[config.mk]
export PLATFORM = sky130hd
export DESIGN_NAME = ssv_readout
export DESIGN_NICKNAME = d
export VERILOG_FILES = /design/src/rtl/ssv_readout.sv
export SDC_FILE = /design/constraint.sdc
export NUM_CORES = 1
export LEC_CHECK = 0
export BUFFER_PORTS_ARGS = -buffer_cell sky130_fd_sc_hd__clkbuf_2
export CAP_MARGIN = 20
export CORE_ASPECT_RATIO = 0.6
export CORE_MARGIN = 4
export CORE_UTILIZATION = 35
export CTS_CLUSTER_SIZE = 24
export DETAILED_ROUTE_END_ITERATION = 12
export HOLD_SLACK_MARGIN = 0.03
export PLACE_DENSITY = 0.61
export SYNTH_ARGS = -nofsm -noshare
export SYNTH_HDL_FRONTEND = slang
export SYNTH_SLANG_ARGS = --single-unit
[constraint.sdc]
create_clock -name clk -period 2.77 [get_ports clk]
set_input_delay 0.4155 -clock clk [delete_from_list [all_inputs] [get_ports clk]]
set_output_delay 0.4155 -clock clk [all_outputs]
set_load 0.03 [all_outputs]
[src/rtl/ssv_readout.sv]
// ssv_readout: streams a filtered frame out of BRAM in raster order through a 2-entry FIFO
module ssv_readout #(
    parameter int IMG_W = 12,
    parameter int IMG_H = 12,
    parameter int PIX_W = 8
) (
    input  logic             clk,
    input  logic             rst,
    input  logic             done,
    output logic             rd_en,
    output logic [3:0]       rd_i,
    output logic [3:0]       rd_j,
    input  logic [PIX_W-1:0] rd_data,
    output logic [PIX_W-1:0] pix_data,
    output logic             pix_valid,
    input  logic             pix_ready,
    output logic             pix_eol,
    output logic             pix_eof,
    output logic             busy
);
    typedef enum logic [1:0] {IDLE, FETCH, DRAIN} state_t;
    state_t state, state_nxt;
    logic done_d, start, pop, in_flight, fl_eol, fl_eof, last_col, last_pix;
    logic wr_ptr, rd_ptr;
    logic [1:0] count;
    logic [PIX_W+1:0] mem [2];
    assign start     = done & ~done_d & (state == IDLE);
    assign pop       = pix_valid & pix_ready;
    assign last_col  = rd_j == 4'(IMG_W - 1);
    assign last_pix  = last_col && rd_i == 4'(IMG_H - 1);
    assign pix_valid = count != 2'd0;
    assign {pix_eof, pix_eol, pix_data} = mem[rd_ptr];
    assign busy      = state != IDLE;
    // Issue a read only when the FIFO is guaranteed a free slot for its data; walk the FSM
    always_comb begin
        rd_en     = state == FETCH && (3'(count) + 3'(in_flight) - 3'(pop)) < 3'd2;
        state_nxt = start ? FETCH :
                    (rd_en && last_pix) ? DRAIN :
                    (state == DRAIN && pop && pix_eof) ? IDLE : state;
    end
    // State register and done edge detector
    always_ff @(posedge clk or posedge rst) begin
        if (rst) begin
            state  <= IDLE;
            done_d <= 1'b0;
        end else begin
            state  <= state_nxt;
            done_d <= done;
        end
    end
    // Raster address counter, rewound at frame start
    always_ff @(posedge clk or posedge rst) begin
        if (rst) begin
            rd_i <= '0;
            rd_j <= '0;
        end else if (start) begin
            rd_i <= '0;
            rd_j <= '0;
        end else if (rd_en) begin
            rd_j <= last_col ? 4'd0 : rd_j + 4'd1;
            rd_i <= last_pix ? 4'd0 : last_col ? rd_i + 4'd1 : rd_i;
        end
    end
    // Track the outstanding read and the row/frame flags of its address
    always_ff @(posedge clk or posedge rst) begin
        if (rst) begin
            in_flight <= 1'b0;
            fl_eol    <= 1'b0;
            fl_eof    <= 1'b0;
        end else begin
            in_flight <= rd_en;
            fl_eol    <= last_col;
            fl_eof    <= last_pix;
        end
    end
    // Two-entry FIFO holding pixel data with its eol/eof flags
    always_ff @(posedge clk or posedge rst) begin
        if (rst) begin
            mem[0] <= '0;
            mem[1] <= '0;
            wr_ptr <= 1'b0;
            rd_ptr <= 1'b0;
            count  <= 2'd0;
        end else begin
            if (in_flight) begin
                mem[wr_ptr] <= {fl_eof, fl_eol, rd_data};
                wr_ptr      <= ~wr_ptr;
            end
            if (pop) rd_ptr <= ~rd_ptr;
            count <= count + 2'(in_flight) - 2'(pop);
        end
    end
endmodule

==> results.json, run 1 <==
{
  "status": "finished clean",
  "post-route-min-period_ns": 2.61,
  "placed_area_sq_um": 1940,
  "dr.pass1.iters": 4,
  "slew_violations": 0,
  "power_leakage_nw": 0.985,
  "wl_per_cell_microns": 14.0,
  "dieHeight_microns": 62.0,
  "fin_cells": 232,
  "antenna_found_initial": 0,
  "ctsHtreeMaxLevel": 2,
  "power_frac_seq_pct": 38.4,
  "ant_nets": 0,
  "worstHoldPathType": "in2async",
  "syn_nets": 146,
  "crit_type": "reg2out",
  "cts_tree": "built",
  "synth.distinct_cells": 31,
  "diodes": 0,
  "p_sw_share_pct": 40.1,
  "dieArea_sq_um": 6070,
  "ir_drop_mv": 0.293,
  "hold_viol": 0,
  "ys_seq_elements": 38,
  "worst_slew_pin_slew_ns": 0.538,
  "cts_buffer_depth": 2,
  "ctsHoldBuffers": 0,
  "finalSetupViolCount": 0,
  "fin_tns_setup_ns": 0,
  "wl_mm": 3.25,
  "die_w_microns": 97.9,
  "cts_buffers": 5,
  "cp-end-kind": "output port",
  "syn_area_sq_um": 1700,
  "synthCells": 130,
  "grt_max_degree": 39,
  "pwr_density_cell_nw_per_um2": 1150,
  "grt_pass1_vias": 1177,
  "viasPerCell": 4.74,
  "final_nets": 186,
  "ys_warn_count": 0,
  "reg2reg_slack_ns": 0.30,
  "synthToLayoutAreaGrowth_pct": 20.6,
  "whs_ns": 0.217,
  "start_kind": "flip-flop",
  "timing.final.crit_share_pct": 94.3,
  "drc": 0,
  "grtUsageTotal_pct": 12.1,
  "maxCapViolations": 0,
  "stdcell_area_sq_um": 2050,
  "place.gp.congestion": 0.732,
  "start_util_pct": 36.6,
  "clock_latency_ns": 0.29,
  "drt_iter0_markers": 22,
  "ioPinCount": 33,
  "path_max_fanout": 5,
  "relSlewSlack_pct": 64.1,
  "syn_avg_cell_area_sq_um": 13.1,
  "routed-via-count": 1099,
  "p_int_mw": 1.41,
  "dp_hpwl_mm": 2.37,
  "seq_area_frac_synth_pct": 56.0,
  "layout-drive-gt1-share_pct": 49.7,
  "num_rows": 19,
  "power.share.clock_pct": 15.4,
  "p_switching_mw": 0.943,
  "comb_power_share_pct": 46.2,
  "root_buffer": "clkbuf_8",
  "cp_data_required_time_ns": 2.35,
  "worst_clock_skew_ns": 0.00340,
  "cp.arrival_ns": 2.20,
  "setup_ws_ns": 0.157,
  "grt_overflow": 0,
  "io_buffers": 32,
  "grt_pass1_wl_mm": 5.54,
  "dp.cells": 225,
  "rsz0062_at_grt": "no",
  "fmax_mhz": 383,
  "coreArea_sq_um": 4640,
  "dp_slack_ns": 0.146,
  "clk_pin_slew_ns": 0.07,
  "cts_num_sinks": 38
}
final timing paths:
| path | start | endpoint | cells after the start |
|---|---|---|---|
| worst min register to register | wr_ptr | wr_ptr | 1 |
| worst min-delay path | rst | mem[1] | 3 |
| worst max-delay path | count[1] | rd_en | 8 |
| worst max register to register | count[1] | rd_i[2] | 9 |
| min in group clk | done | done_d | 1 |
| max in group asynchronous | rst | count[1] | 3 |
placed cells by master (no fill, tap or decap), drive strengths merged, types with 2 or more instances in the layout:
master and instances:
a21oi 6, buf 5, clkbuf 37, dfrtp 38, ha 3, inv 6
mux2 30, nand2 10, nand3 6, nor2 2, nor3b 2, o21ai 4
or2 2, or3 3, xor2 2
layout make-up:
type,instances,area (sq um)
repair buffers,36,193
inverters,6,22.5
fillers,430,2590
flip-flops and latches,38,952
clock buffers,6,82.6
well taps,63,78.8
multi-input cells,83,718
metal layers:
metal,global-route usage [%],share of wire [%]
met5,0,0
met4,5.33,1.3
met3,5.57,5.4
met2,19.3,47
met1,14.4,46
cell families after synthesis:
logic type      after synthesis  synth area share (%)
xor+xnor                      3                  1.55
buf+inv                       9                  2.43
simple gates                 32                  11.6
fa+ha+maj                     4                  3.39
compound gates               13                  4.57
flops                        38                  56.0
mux                          31                  20.5
power by group through the flow:
stage | clock [mW] | combinational, mW | sequential, mW
3_5_place_dp | 0 | 1.05 | 0.912
3_3_place_gp | 0 | 1.03 | 0.894
2_1_floorplan | 0 | 0.772 | 0.901
4_1_cts | 0.380 | 1.08 | 0.903
5_1_grt | 0.404 | 1.18 | 0.939
6_report | 0.363 | 1.08 | 0.902
registers in the layout, indices dropped and copies added (netlist names):
register	count
state	2
rd_i	4
count	2
wr_ptr	1
fl_eof	1
fl_eol	1
in_flight	1
rd_j	4
rd_ptr	1
done_d	1
mem	20
cell usage after synthesis, drive strengths merged:
cell type / count / area [sq um]
or2: 2 / 12.5
and2b: 1 / 8.76
a31o: 1 / 8.76
nand2b: 1 / 6.26
o21ai: 4 / 20.0
inv: 6 / 22.5
a21oi: 6 / 33.8
ha: 3 / 37.5
nor4b: 1 / 8.76
and3: 1 / 6.26
xnor2: 1 / 8.76
dfrtp: 38 / 951
and4b: 1 / 13.8
nor2: 2 / 7.51
nand3: 6 / 35.0
and3b: 1 / 8.76
nand2: 10 / 37.5
or3: 3 / 18.8
nor3b: 2 / 25.0
or4: 1 / 7.51
buf: 1 / 11.3
xor2: 2 / 17.5
fa: 1 / 20.0
mux2i: 1 / 10.0
a21o: 1 / 7.51
clkbuf: 2 / 7.51
o21bai: 1 / 7.51
mux2: 30 / 338
what timing repair did:
action | CTS | global route
buffers inserted | 1 | 0
gates resized for setup | 1 | 5
setup endpoints to repair | 1 | 1
pin swaps | 1 | 1
hold endpoints to repair | 0 | 0
critical path, cell delays in order (launching register included):
cell     delay (ns)
dfrtp_2        0.44
nand3_2        0.10
o21ai_0        0.09
ha_1           0.20
fa_1           0.48
nor3b_2        0.22
nand2_1        0.11
inv_2          0.11
buf_4          0.17
through the flow:
stage	power, mW	utilization [%]
4_1_cts	2.37	43.9
3_5_place_dp	1.96	41.9
3_3_place_gp	1.92	41.9
5_1_grt	2.53	44.2
6_report	2.35	44.2
2_1_floorplan	1.67	-
Note: power is estimated with default switching activity, not from simulation.
==> run 2: changes to the inputs <==
- CORE_ASPECT_RATIO: 0.6 -> 1.5
- HOLD_SLACK_MARGIN: 0.03 -> 0.12
==> run 2 against run 1 <==
Compared with the run above:
- clock-buffer cell count decreased by 1
- register-to-register slack got worse by 0.11 ns
- non-clock buffer count unchanged
- sequential power about the same
- via count increased by 2.8%
- clock power decreased by 4%
- setup slack got worse by 0.041 ns
- core utilization increased by 0.15 points
==> results.json, run 2 (synthesis results as in run 1) <==
{
  "wl_per_cell_microns": 14.0,
  "regToRegEndpoint": "rd_i[2]",
  "largest_reg_flops": 20,
  "final_nets": 186,
  "pwr_density_cell_nw_per_um2": 1160,
  "ir_drop_mv": 0.672,
  "fin_util_pct": 44.3,
  "cts_buffer_depth": 2,
  "dp_slack_ns": 0.160,
  "routed-via-count": 1130,
  "setup_ws_ns": 0.116,
  "timing.final.crit_share_pct": 95.8,
  "path_cells": "nand3_2, o21ai_0, ha_1, fa_1, nor3b_2, nand2_2, inv_1, clkbuf_4",
  "fin_cells": 234,
  "cp-end-kind": "output port",
  "ctsHoldBuffers": 0,
  "fin_tns_setup_ns": 0,
  "grtUsageTotal_pct": 12.0,
  "dieHeight_microns": 93.3,
  "post-route-min-period_ns": 2.65,
  "cts_num_sinks": 38,
  "worstHoldPathType": "in2async",
  "cpPeakStageDelay_ns": 0.47,
  "ctsHtreeMaxLevel": 2,
  "cpMaxStageDelayCell": "fa_1",
  "reg2reg_slack_ns": 0.19,
  "clock_latency_ns": 0.29,
  "crit_type": "reg2out",
  "stdcell_area_sq_um": 2050,
  "nFillCells": 454,
  "fmax_mhz": 377,
  "power_leakage_nw": 0.989,
  "top_regs": "mem: 20 flops, rd_i: 4 flops, rd_j: 4 flops",
  "drt_iter0_markers": 20,
  "totalPowerFinal_mw": 2.37,
  "cp_data_required_time_ns": 2.35,
  "clk_pin_slew_ns": 0.07,
  "grt_max_degree": 39,
  "worst_clock_skew_ns": 0.00609,
  "drc": 0,
  "dp_hpwl_mm": 2.37,
  "whs_ns": 0.208,
  "io_buffers": 32,
  "cp_top_family": "adder cells",
  "dr.pass1.iters": 4,
  "viasPerCell": 4.83,
  "dp.cells": 225,
  "ant_nets": 0,
  "place.gp.congestion": 0.753,
  "grt_pass1_vias": 1240,
  "layout-drive-gt1-share_pct": 49.4,
  "r2r_cells": 10,
  "top_register": "mem",
  "path_max_fanout": 6,
  "worst_slew_pin_slew_ns": 0.675,
  "hold_viol": 0,
  "start_kind": "flip-flop",
  "cp.arrival_ns": 2.24,
  "slew_violations": 0,
  "dieArea_sq_um": 6050,
  "antenna_found_initial": 0,
  "cts_buffers": 5,
  "start_util_pct": 36.8,
  "cp_num_buf_inv": 2,
  "mostFrequentLayoutCells": "dfrtp_1 (38), clkbuf_2 (31), mux2_2 (30)",
  "num_rows": 30,
  "wl_mm": 3.29,
  "cts_tree": "built",
  "finalSetupViolCount": 0,
  "final_common_cell": "dfrtp_1",
  "root_buffer": "clkbuf_8",
  "diodes": 0,
  "relSlewSlack_pct": 54.8,
  "placed_area_sq_um": 1930,
  "ioPinCount": 33,
  "r2r_start": "count[1]",
  "synthToLayoutAreaGrowth_pct": 20.5,
  "grt_pass1_wl_mm": 5.55,
  "die_w_microns": 64.9,
  "maxCapViolations": 0,
  "coreArea_sq_um": 4620,
  "status": "finished clean",
  "grt_overflow": 0
}
-- run 2: final cells by class --
type	instances	area, sq um	share of cell area [%]
clock buffer	5	68.8	3.36
clock inverter	2	10.0	0.489
inverter	6	22.5	1.10
timing repair buffer	36	193	9.42
multi-input combinational	83	721	35.2
tap	64	80.1	3.91
sequential	38	951	46.5
-- run 2: how the worst max path moves through the flow --
stage / from / to / slack [ns] / cells past startpoint
6_report: count[1] / rd_en / 0.12 / 8
5_1_grt: count[1] / rd_en / -0.01 / 8
4_1_cts: count[1] / rd_en / 0.01 / 8
3_5_place_dp: pix_ready / rd_en / 0.16 / 9
3_3_place_gp: pix_ready / rd_en / 0.25 / 9
2_1_floorplan: pix_ready / rd_en / 0.45 / 7
-- run 2: what timing repair did --
| item | CTS | global route |
|---|---|---|
| buffers inserted | 1 | 1 |
| pin swaps | 1 | 1 |
| endpoints found under the setup margin | 1 | 1 |
| gates resized for setup | 0 | 5 |
-- run 2: metal layers --
metal | global-route usage [%] | wire [microns] | vias up
met5 | 0 | 0 | -
met2 | 21.8 | 1810 | 31
met3 | 3.61 | 180 | 0
met1 | 13.1 | 1290 | 569
li1 | - | - | 530
met4 | 3.70 | 0 | 0
-- run 2: power breakdown --
| group | switching [mW] | internal, mW | leakage (nW) |
|---|---|---|---|
| logic | 0.637 | 0.481 | 0.472 |
| clock network | 0.179 | 0.169 | 0.0438 |
| registers | 0.154 | 0.748 | 0.474 |
| total | 0.970 | 1.40 | 0.989 |
-- run 2: worst register-to-register path: stages, from the launching register on --
cell and delay, ns:
dfrtp_1 0.44, nand3_2 0.12, o21ai_0 0.09, ha_1 0.20, fa_1 0.47, nor3b_2 0.24
buf_4 0.15, buf_4 0.10, nand3_2 0.12, or4_1 0.42, a21oi_1 0.15
==> run 3: changes to the inputs <==
- BUFFER_PORTS_ARGS: -buffer_cell sky130_fd_sc_hd__clkbuf_2 -> -buffer_cell sky130_fd_sc_hd__buf_2
- RECOVER_POWER: not set -> 100
==> run 3 against run 2 <==
Compared with the run above:
- the run now ends with max-capacitance violations, max-slew violations left
- wire length down 1.6%
- cell count is 0.43% higher
- critical path depth unchanged
- register-to-register slack about the same
- critical path type unchanged
- critical endpoint unchanged
- maximum frequency is 2.1% higher
- sequential power decreased by 0.6%
- global-route usage is 0.26 points higher
- design area increased by 1.0%
- largest power group unchanged
==> results.json, run 3 (synthesis results as in run 1) <==
{
  "status": "complete, but fails checks",
  "violations": "max-capacitance violations, max-slew violations",
  "grt_max_degree": 39,
  "final_common_cell": "dfrtp_1",
  "drc": 0,
  "cp.arrival_ns": 2.18,
  "crit_type": "reg2out",
  "routed-via-count": 1143,
  "wl_mm": 3.23,
  "largest_reg_flops": 20,
  "slew_violations": 39,
  "maxCapViolations": 1,
  "totalPowerFinal_mw": 2.50,
  "r2r_start": "count[1]",
  "start_util_pct": 36.8,
  "path_cells": "nand3_2, o21ai_0, ha_1, fa_1, nor3b_2, nand2_2, inv_1, clkbuf_4",
  "fin_tns_setup_ns": 0,
  "cp_top_family": "adder cells",
  "power_leakage_nw": 0.941,
  "cp-end-kind": "output port",
  "fmax_mhz": 385,
  "timing.final.crit_share_pct": 93.8,
  "dr.pass1.iters": 4,
  "cts_num_sinks": 38,
  "r2r_cells": 9,
  "layout-drive-gt1-share_pct": 35.7,
  "finalSetupViolCount": 0,
  "mostFrequentLayoutCells": "dfrtp_1 (37), mux2_2 (29), clkbuf_1 (23)",
  "synthToLayoutAreaGrowth_pct": 21.7,
  "diodes": 0,
  "root_buffer": "clkbuf_8",
  "ioPinCount": 33,
  "ctsHtreeMaxLevel": 2,
  "clk_pin_slew_ns": 0.07,
  "hold_end": "done_d",
  "worst_slew_pin_slew_ns": 1.94,
  "grt_overflow": 0,
  "ctsHoldBuffers": 0,
  "grt_pass1_vias": 1252,
  "setup_ws_ns": 0.171,
  "regToRegEndpoint": "rd_i[2]",
  "holdPathStages": 1,
  "cp_data_required_time_ns": 2.35,
  "worst_clock_skew_ns": 0.00611,
  "reg2reg_slack_ns": 0.18,
  "dieArea_sq_um": 6050,
  "coreArea_sq_um": 4620,
  "rsz0062_at_grt": "no",
  "grtUsageTotal_pct": 12.3,
  "dp_hpwl_mm": 2.38,
  "io_buffers": 32,
  "path_max_fanout": 4,
  "top_regs": "mem: 20 flops, rd_i: 4 flops, rd_j: 4 flops",
  "cts_tree": "built",
  "worstHoldPathType": "in2reg",
  "ant_nets": 0,
  "dp.cells": 225,
  "die_w_microns": 64.9,
  "start_kind": "flip-flop",
  "cts_buffer_depth": 2,
  "grt_pass1_wl_mm": 5.66,
  "ir_drop_mv": 0.594,
  "final_nets": 186,
  "hold_viol": 0,
  "post-route-min-period_ns": 2.60,
  "antenna_found_initial": 0,
  "cts_buffers": 5,
  "clock_latency_ns": 0.28,
  "min_from": "done",
  "top_register": "mem",
  "place.gp.congestion": 0.768,
  "cpMaxStageDelayCell": "fa_1",
  "dp_slack_ns": 0.141,
  "drt_iter0_markers": 13,
  "num_rows": 30,
  "relSlewSlack_pct": -29.4,
  "fin_cells": 235,
  "cp_num_buf_inv": 2,
  "pwr_density_cell_nw_per_um2": 1210,
  "dieHeight_microns": 93.3,
  "cpPeakStageDelay_ns": 0.47,
  "viasPerCell": 4.86,
  "wl_per_cell_microns": 13.8,
  "cp-startpoint": "count[1]"
}
run 3: worst max path at each step:
stage	endpoint	cells past startpoint
finish	rd_en	8
global route	rd_i[2]	9
CTS	rd_en	8
detailed placement	rd_en	9
global placement	rd_en	9
floorplan	rd_en	7
run 3: per-stage QoR:
step           cell area, sq um  hold WS (ns)  util [%]
3_5_place_dp               1930         0.470      41.9
2_1_floorplan              1700         0.447         -
3_3_place_gp               1930         0.467      41.9
6_report                   2070         0.244      44.8
4_1_cts                    2090         0.236      45.2
5_1_grt                    2070         0.226      44.8
run 3: report_power, final:
part	internal, mW	total [mW]	switching, mW
sequential	0.750	0.898	0.149
clock	0.384	0.570	0.186
combinational	0.414	1.03	0.620
total	1.55	2.50	0.955
run 3: final cells by class:
cell class,count,area (sq um)
clock inverter,2,60.1
clock buffer,6,82.6
fill,450,2550
sequential,38,952
tap,64,80.1
multi-input combinational,83,716
inverter,6,22.5
timing repair buffer,36,154
run 3: per-layer routing:
layer	GRT usage [%]	share of wire, %	vias to the layer above	routed length, microns
met3	4.33	6.5	5	210
met1	13.7	40	569	1300
met5	0	0	-	0
li1	-	-	536	-
met2	21.3	52	33	1680
met4	4.23	1.5	0	50
run 3: worst register-to-register path, delay by kind of cell (launching register included):
kind / cells / cell delay, ns
buffers and inverters: 1 / 0.16
adder cells (fa/ha/maj): 2 / 0.67
AND/OR/NAND/NOR: 4 / 0.98
AO/OA/AOI/OAI: 2 / 0.25
flip-flops: 1 / 0.44
run 3: repair_timing:
item | in CTS | in global routing
gates cloned | 0 | 0
pin swaps | 1 | 1
resized for setup | 1 | 4
setup endpoints to repair | 1 | 1
setup buffers | 1 | 1
